**src/rtl/shift_add_multiplier.sv**
```systemverilog
// Sequential radix-2 shift-and-add multiplier, WORD_LENGTH x WORD_LENGTH -> 2*WORD_LENGTH.
// Optional `SIGNED_MULT_EN: two's-complement operands via magnitude multiply plus sign fix-up.
//
// state | meaning
// IDLE  | waiting for start; operands captured on an accepted start
// RUN   | one shift-add iteration per edge, WORD_LENGTH iterations
// DONE  | product valid, ready pulses for this single cycle
module shift_add_multiplier #(
   parameter int WORD_LENGTH = 16
) (
   input  logic                       clk,
   input  logic                       reset,
   input  logic                       start,
   input  logic [WORD_LENGTH-1:0]     multiplicand,
   input  logic [WORD_LENGTH-1:0]     multiplier,
   output logic [2*WORD_LENGTH-1:0]   product,
   output logic                       ready,
   output logic                       busy
);

   localparam int PW    = 2 * WORD_LENGTH;
   localparam int CNT_W = $clog2(WORD_LENGTH);

   typedef enum logic [1:0] {
      IDLE = 2'd0,
      RUN  = 2'd1,
      DONE = 2'd2
   } state_t;

   state_t                 state, state_next;
   logic [PW-1:0]          mcand_r;
   logic [WORD_LENGTH-1:0] mplr_r;
   logic [PW-1:0]          acc;
   logic [PW-1:0]          acc_next;
   logic [PW-1:0]          result;
   logic [CNT_W-1:0]       cnt;
   logic                   last_iter;
   logic [WORD_LENGTH-1:0] load_a;
   logic [WORD_LENGTH-1:0] load_b;

`ifdef SIGNED_MULT_EN
   logic neg_r;

   // Negating the most negative value wraps to itself, which read unsigned is 2^(W-1).
   assign load_a = multiplicand[WORD_LENGTH-1] ? (~multiplicand + WORD_LENGTH'(1)) : multiplicand;
   assign load_b = multiplier[WORD_LENGTH-1]   ? (~multiplier   + WORD_LENGTH'(1)) : multiplier;
   assign result = neg_r ? (~acc_next + PW'(1)) : acc_next;

   always_ff @(posedge clk) begin
      if (reset) begin
         neg_r <= 1'b0;
      end else if (state == IDLE && start) begin
         neg_r <= multiplicand[WORD_LENGTH-1] ^ multiplier[WORD_LENGTH-1];
      end
   end
`else
   assign load_a = multiplicand;
   assign load_b = multiplier;
   assign result = acc_next;
`endif

   assign acc_next  = acc + (mplr_r[0] ? mcand_r : '0);
   assign last_iter = (cnt == CNT_W'(WORD_LENGTH - 1));
   assign busy      = (state != IDLE);
   assign ready     = (state == DONE);

   always_ff @(posedge clk) begin
      if (reset) begin
         state <= IDLE;
      end else begin
         state <= state_next;
      end
   end

   always_comb begin
      state_next = state;
      case (state)
         IDLE:    if (start) state_next = RUN;
         RUN:     if (last_iter) state_next = DONE;
         DONE:    state_next = IDLE;
         default: state_next = IDLE;
      endcase
   end

   always_ff @(posedge clk) begin
      if (reset) begin
         mcand_r <= '0;
         mplr_r  <= '0;
         acc     <= '0;
         cnt     <= '0;
         product <= '0;
      end else begin
         case (state)
            IDLE: begin
               if (start) begin
                  mcand_r <= {{WORD_LENGTH{1'b0}}, load_a};
                  mplr_r  <= load_b;
                  acc     <= '0;
                  cnt     <= '0;
               end
            end
            RUN: begin
               acc     <= acc_next;
               mcand_r <= mcand_r << 1;
               mplr_r  <= mplr_r >> 1;
               cnt     <= cnt + CNT_W'(1);
               if (last_iter) begin
                  product <= result;
               end
            end
            default: ;
         endcase
      end
   end

endmodule

```
**config.mk**
```make
export PLATFORM = sky130hd
export DESIGN_NAME = shift_add_multiplier
export DESIGN_NICKNAME = d
export VERILOG_FILES = /design/src/rtl/shift_add_multiplier.sv
export SDC_FILE = /design/constraint.sdc
export NUM_CORES = 1
export LEC_CHECK = 0
export BUFFER_PORTS_ARGS = -buffer_cell sky130_fd_sc_hd__buf_2
export CAP_MARGIN = 20
export CORE_AREA = 3 3 167 88
export CTS_CLUSTER_SIZE = 28
export DETAILED_ROUTE_END_ITERATION = 10
export DIE_AREA = 0 0 170 91
export PLACE_DENSITY = 0.77
export REMOVE_ABC_BUFFERS = 1
export SYNTH_ARGS = -nofsm -noshare
export SYNTH_HDL_FRONTEND = slang
export SYNTH_SLANG_ARGS = --single-unit
```
**constraint.sdc**
```tcl
create_clock -name clk -period 2.7 [get_ports clk]
set_clock_uncertainty 0.1 [all_clocks]
set_input_delay 0.135 -clock clk [delete_from_list [all_inputs] [get_ports clk]]
set_output_delay 0.135 -clock clk [all_outputs]
set_load 0.005 [all_outputs]
```
* After elaboration in Yosys (flattened, before gate mapping)
Index checks and enable logic that the tools add are counted.
** Word-level totals
- Flip-flop bits (word level) :: 118
- Bits of input ports :: 35
- Output and inout port bits :: 34
- Logic and storage cells :: 31
** Cells by class
- $add $sub $neg :: 2
- Eq/ne operators :: 5
- Muxes and demuxes :: 12
- Reductions and logical operators :: 6
** Operators with widths (count)
- case mux 32 bit (2 select lines) :: 2
- 2-to-1 mux 32 bit :: 3
- adder 32 bit :: 1
- case mux 16 bit (2 select lines) :: 1
- 2-to-1 mux 16 bit :: 1
- case mux 4 bit (2 select lines) :: 1
- AND reduction 2 bit :: 3
- adder 4 x 1 -> 4 bit (second input constant) :: 1
- == test 4 bit (second input constant) :: 1
- 2-to-1 mux 2 bit :: 2
- 2-to-1 mux 4 bit :: 1
- inequality test 2 bit (second input constant) :: 2
- case mux 2 bit (2 select lines) :: 1
- nonzero test 2 bit :: 2
- == test 2 x 1 -> 1 bit (second input constant) :: 1
- == test 2 bit (second input constant) :: 1
- zero test 2 bit :: 1

* Longest topological paths before layout
- Depth after elaboration :: 3
- Depth in mapped cells :: 11
- Mapped depth without buffers :: 10

* Least setup slack after synthesis
Ideal clock, no wire load.
- Kind :: flip-flop to flip-flop
- Start :: register mplr_r[0]
- End :: register acc[28]
- Setup time :: 117 ps
- Arrival :: 2693 ps
- Required time :: 2483 ps
- Setup slack :: -210 ps
- Stages on the path, launching flop included :: 12
- Buffers on the path :: 1
- Clock period less this slack :: 2910 ps
- Path through :: dfxtp_1 -> clkbuf_1 -> and2_1 -> ha_1 -> fa_1 -> a21oi_2 -> o211ai_2 -> and3_4 -> o311ai_4 -> a211oi_1 -> or3_1 -> a32o_1
** Between the ends
- Longest elaborated chain between the ends :: 3
** Ends and longest elaborated chain
- start, declared :: line 32 : logic [WORD_LENGTH-1:0] mplr_r;
- start signal, assigned :: line 97 : mplr_r <= load_b;
- start signal, assigned :: line 105 : mplr_r <= mplr_r >> 1;
- 2-to-1 mux 32 bit :: line 62 : assign acc_next = acc + (mplr_r[0] ? mcand_r : '0);
- adder 32 bit :: line 62
- case mux 32 bit (2 select lines) :: line 93 : case (state)
- end signal, assigned :: line 103 : acc <= acc_next;
- end, declared :: line 33 : logic [PW-1:0] acc;
No other way between the ends.
A chain may end at the register's enable or synchronous reset.

* Worst setup path after layout
- Start :: register mplr_r[0]
- End :: register acc[24]
Same word-level chain as after synthesis.

==> metrics.txt <==
routability cong.=0.945; Synth Register Bits=118; crit end category=flip-flop; clk slew on worst S/H paths=0.06 ns; initial antenna violation count=0; CP Cell Sequence=and2_4 > ha_4 > fa_2 > a21oi_2 > o211ai_2 > and3_4 > o311ai_4 > a211oi_2 > or3_1 > a32o_1; Post-Synthesis Cells=828; crit path DAT=3.15 ns; Post-synth ARST share=0%; nature of the critical path startpoint=flip-flop; Avg Vias per Cell=5.97; Comb power frac=9.1%; Iter 0 DRT Violations=654; die footprint=0.0155 mm^2; leakage power total=4.07 nW; ys flop type=dfxtp_1; Min Clock Period, post-route=2.94 ns; CTS tree=built; failing checks=negative setup slack; nets=1067; Data required, critical path=2.91 ns; Synth area leaders=dfxtp_1, nor2_1, ha_1; critical path class=flip-flop to flip-flop; final hold vios=0; Slew headroom=39.2%; Worst Setup SP=mplr_r[0]; clock power share=51.6%; # diodes=0; fin. max-slew vios=0; CTS buffer count=17; grt total ovfl=0; Reg2Reg Launch Point=mplr_r[0]; Clock H-tree levels=4; I/O Buffers=68; Max Fclk=0.340 GHz; largest net degree at the start of global routing=56; fin crit share=109%; Yosys top cell area share=35.6%; CTS root buffer=clkbuf_16; Switching Fraction=24.5%; Worst-Skew Late Latency=0.42 ns; Global Route Usage Sum=25.4%; first-pass GRT wire length=31900 um; Synth Area per Inst=8.01 um^2; row count=30; via count of the first global-routing pass=6425; CP peak stage delay=0.40 ns; RSZ-0062 raised after global routing=true; Least-Margin Pin Slew=0.908 ns; DRC violations left=0; VDD IR max=0.357 mV; Psw=1.14 mW; hold_sp=multiplier[5]; status=complete, but fails checks; P&R area growth vs syn=41.3%; final setup margin=-0.242 ns; slowest cell on the critical path=o311ai_4; sequential area share after synthesis=35.6%; most frequent cell after synthesis=nor2_1; initial core utilization=49.6%; Final ANT Viol Nets=0; Yosys cell types=65; io pins=69; Clock Tree Buf Depth=2; Core Area=0.0134 mm^2; layout cells sized above 1=34.5%; Sequential Power Share=39.3%; drt pass-1 iters=5; WP buf/inv=0; Worst path top cell family by delay=compound AO/OA/AOI/OAI gates; Hold Crit Class=input pin to flip-flop; worst-path fanout max=7; warnings from Yosys=0; Internal Pwr Total=3.53 mW; DIE HEIGHT=91 um; Pwr Total=4.67 mW; DP Wirelength=13200 um; hold slack=0.0295 ns; Final setup viols=22; drt total wl=22000 um; WL per Instance=18.5 um; Commonest cells post-synth=nor2_1, dfxtp_1, a21oi_1; Post-Syn Area=0.00663 mm^2; clock sinks=118; Die Width=170 um; routed via count=7094; Post-synth EDFFs=0; # Max-Cap Violations=0; largest area contributor in the netlist=dfxtp_1; PwrDens=499 mW/mm^2
-- sequential cells by signal (all words and copies together), names as in the netlist --
signal,count
product,32
state,2
mplr_r,16
mcand_r,32
cnt,4
acc,32
-- placed cells by master, fill, tap and decap left out, drive strengths merged, types with 5 or more instances in the layout --
master  instances
xor2           14
inv             9
nor3b           5
a211oi         11
o21ai          28
a21oi          83
clkbuf         21
and2           35
a21o           13
dfxtp         118
a32o            5
a22o           37
nor2b          34
nor3           45
xnor2          10
o21a            9
and3            7
nor2          129
ha             32
nand4          10
nand2          64
a211o           5
buf           202
nand3          13
-- final timing paths --
path | to | slack [ns] | depth (start not counted)
worst max register to register | acc[24] | -0.24 | 10
worst min-delay path | mplr_r[5] | 0.03 | 5
worst max-delay path | acc[24] | -0.24 | 10
worst min register to register | product[12] | 0.35 | 2
-- power groups by stage --
| stage | clock network, mW | logic, mW | registers (mW) |
|---|---|---|---|
| finish | 2.41 | 0.427 | 1.84 |
| global route | 2.50 | 0.467 | 1.84 |
| CTS | 2.42 | 0.388 | 1.83 |
| detailed placement | 0 | 0.367 | 1.87 |
| floorplan | 0 | 0.197 | 1.87 |
| global placement | 0 | 0.353 | 1.86 |
-- metal layers --
metal	track usage, %	share of wire (%)
met1	33.8	42
met2	41.7	47
met3	4.52	7.3
met4	8.57	3.1
met5	0	0
-- through the flow --
stage | area [um^2] | worst slack (ns) | cells | setup TNS [ns] | util (%)
global route | 9370 | -0.365 | 1188 | -4.15 | 70.1
floorplan | 6430 | -1.15 | 776 | -68.93 | -
finish | 9370 | -0.242 | 1188 | -2.43 | 70.1
detailed placement | 7950 | -0.247 | 1140 | -3.67 | 59.5
CTS | 8870 | -0.112 | 1178 | -0.691 | 66.4
global placement | 7920 | -0.168 | 1139 | -1.31 | 59.3
-- repair_timing --
item	in CTS	in global routing
pin swaps	20	46
endpoints found under the setup margin	38	40
hold endpoints to repair	3	0
gates resized for setup	42	82
hold buffers	2	0
buffers inserted	5	17
-- worst min-delay path, cell delays in order --
cell     delay, ns
buf_2         0.09
nor2_1        0.08
a21oi_1       0.07
nor2_1        0.08
nor3_1        0.05
-- cell type report --
cell class | count | area (um^2)
fillers | 948 | 3990
well taps | 176 | 220
multi-input cells | 649 | 4680
clock buffers | 21 | 480
clock inverters | 11 | 148
flip-flops and latches | 118 | 2370
repair buffers | 204 | 1440
inverters | 9 | 33.8
-- cells by family after synthesis --
| group | Yosys count | synth area share [%] |
|---|---|---|
| fa+ha+maj | 33 | 6.34 |
| flops | 118 | 35.6 |
| compound gates | 225 | 24.4 |
| buf+inv | 61 | 3.55 |
| xor+xnor | 24 | 3.17 |
| simple gates | 364 | 26.4 |
| mux | 3 | 0.472 |
(Power assumes the default switching activity.)
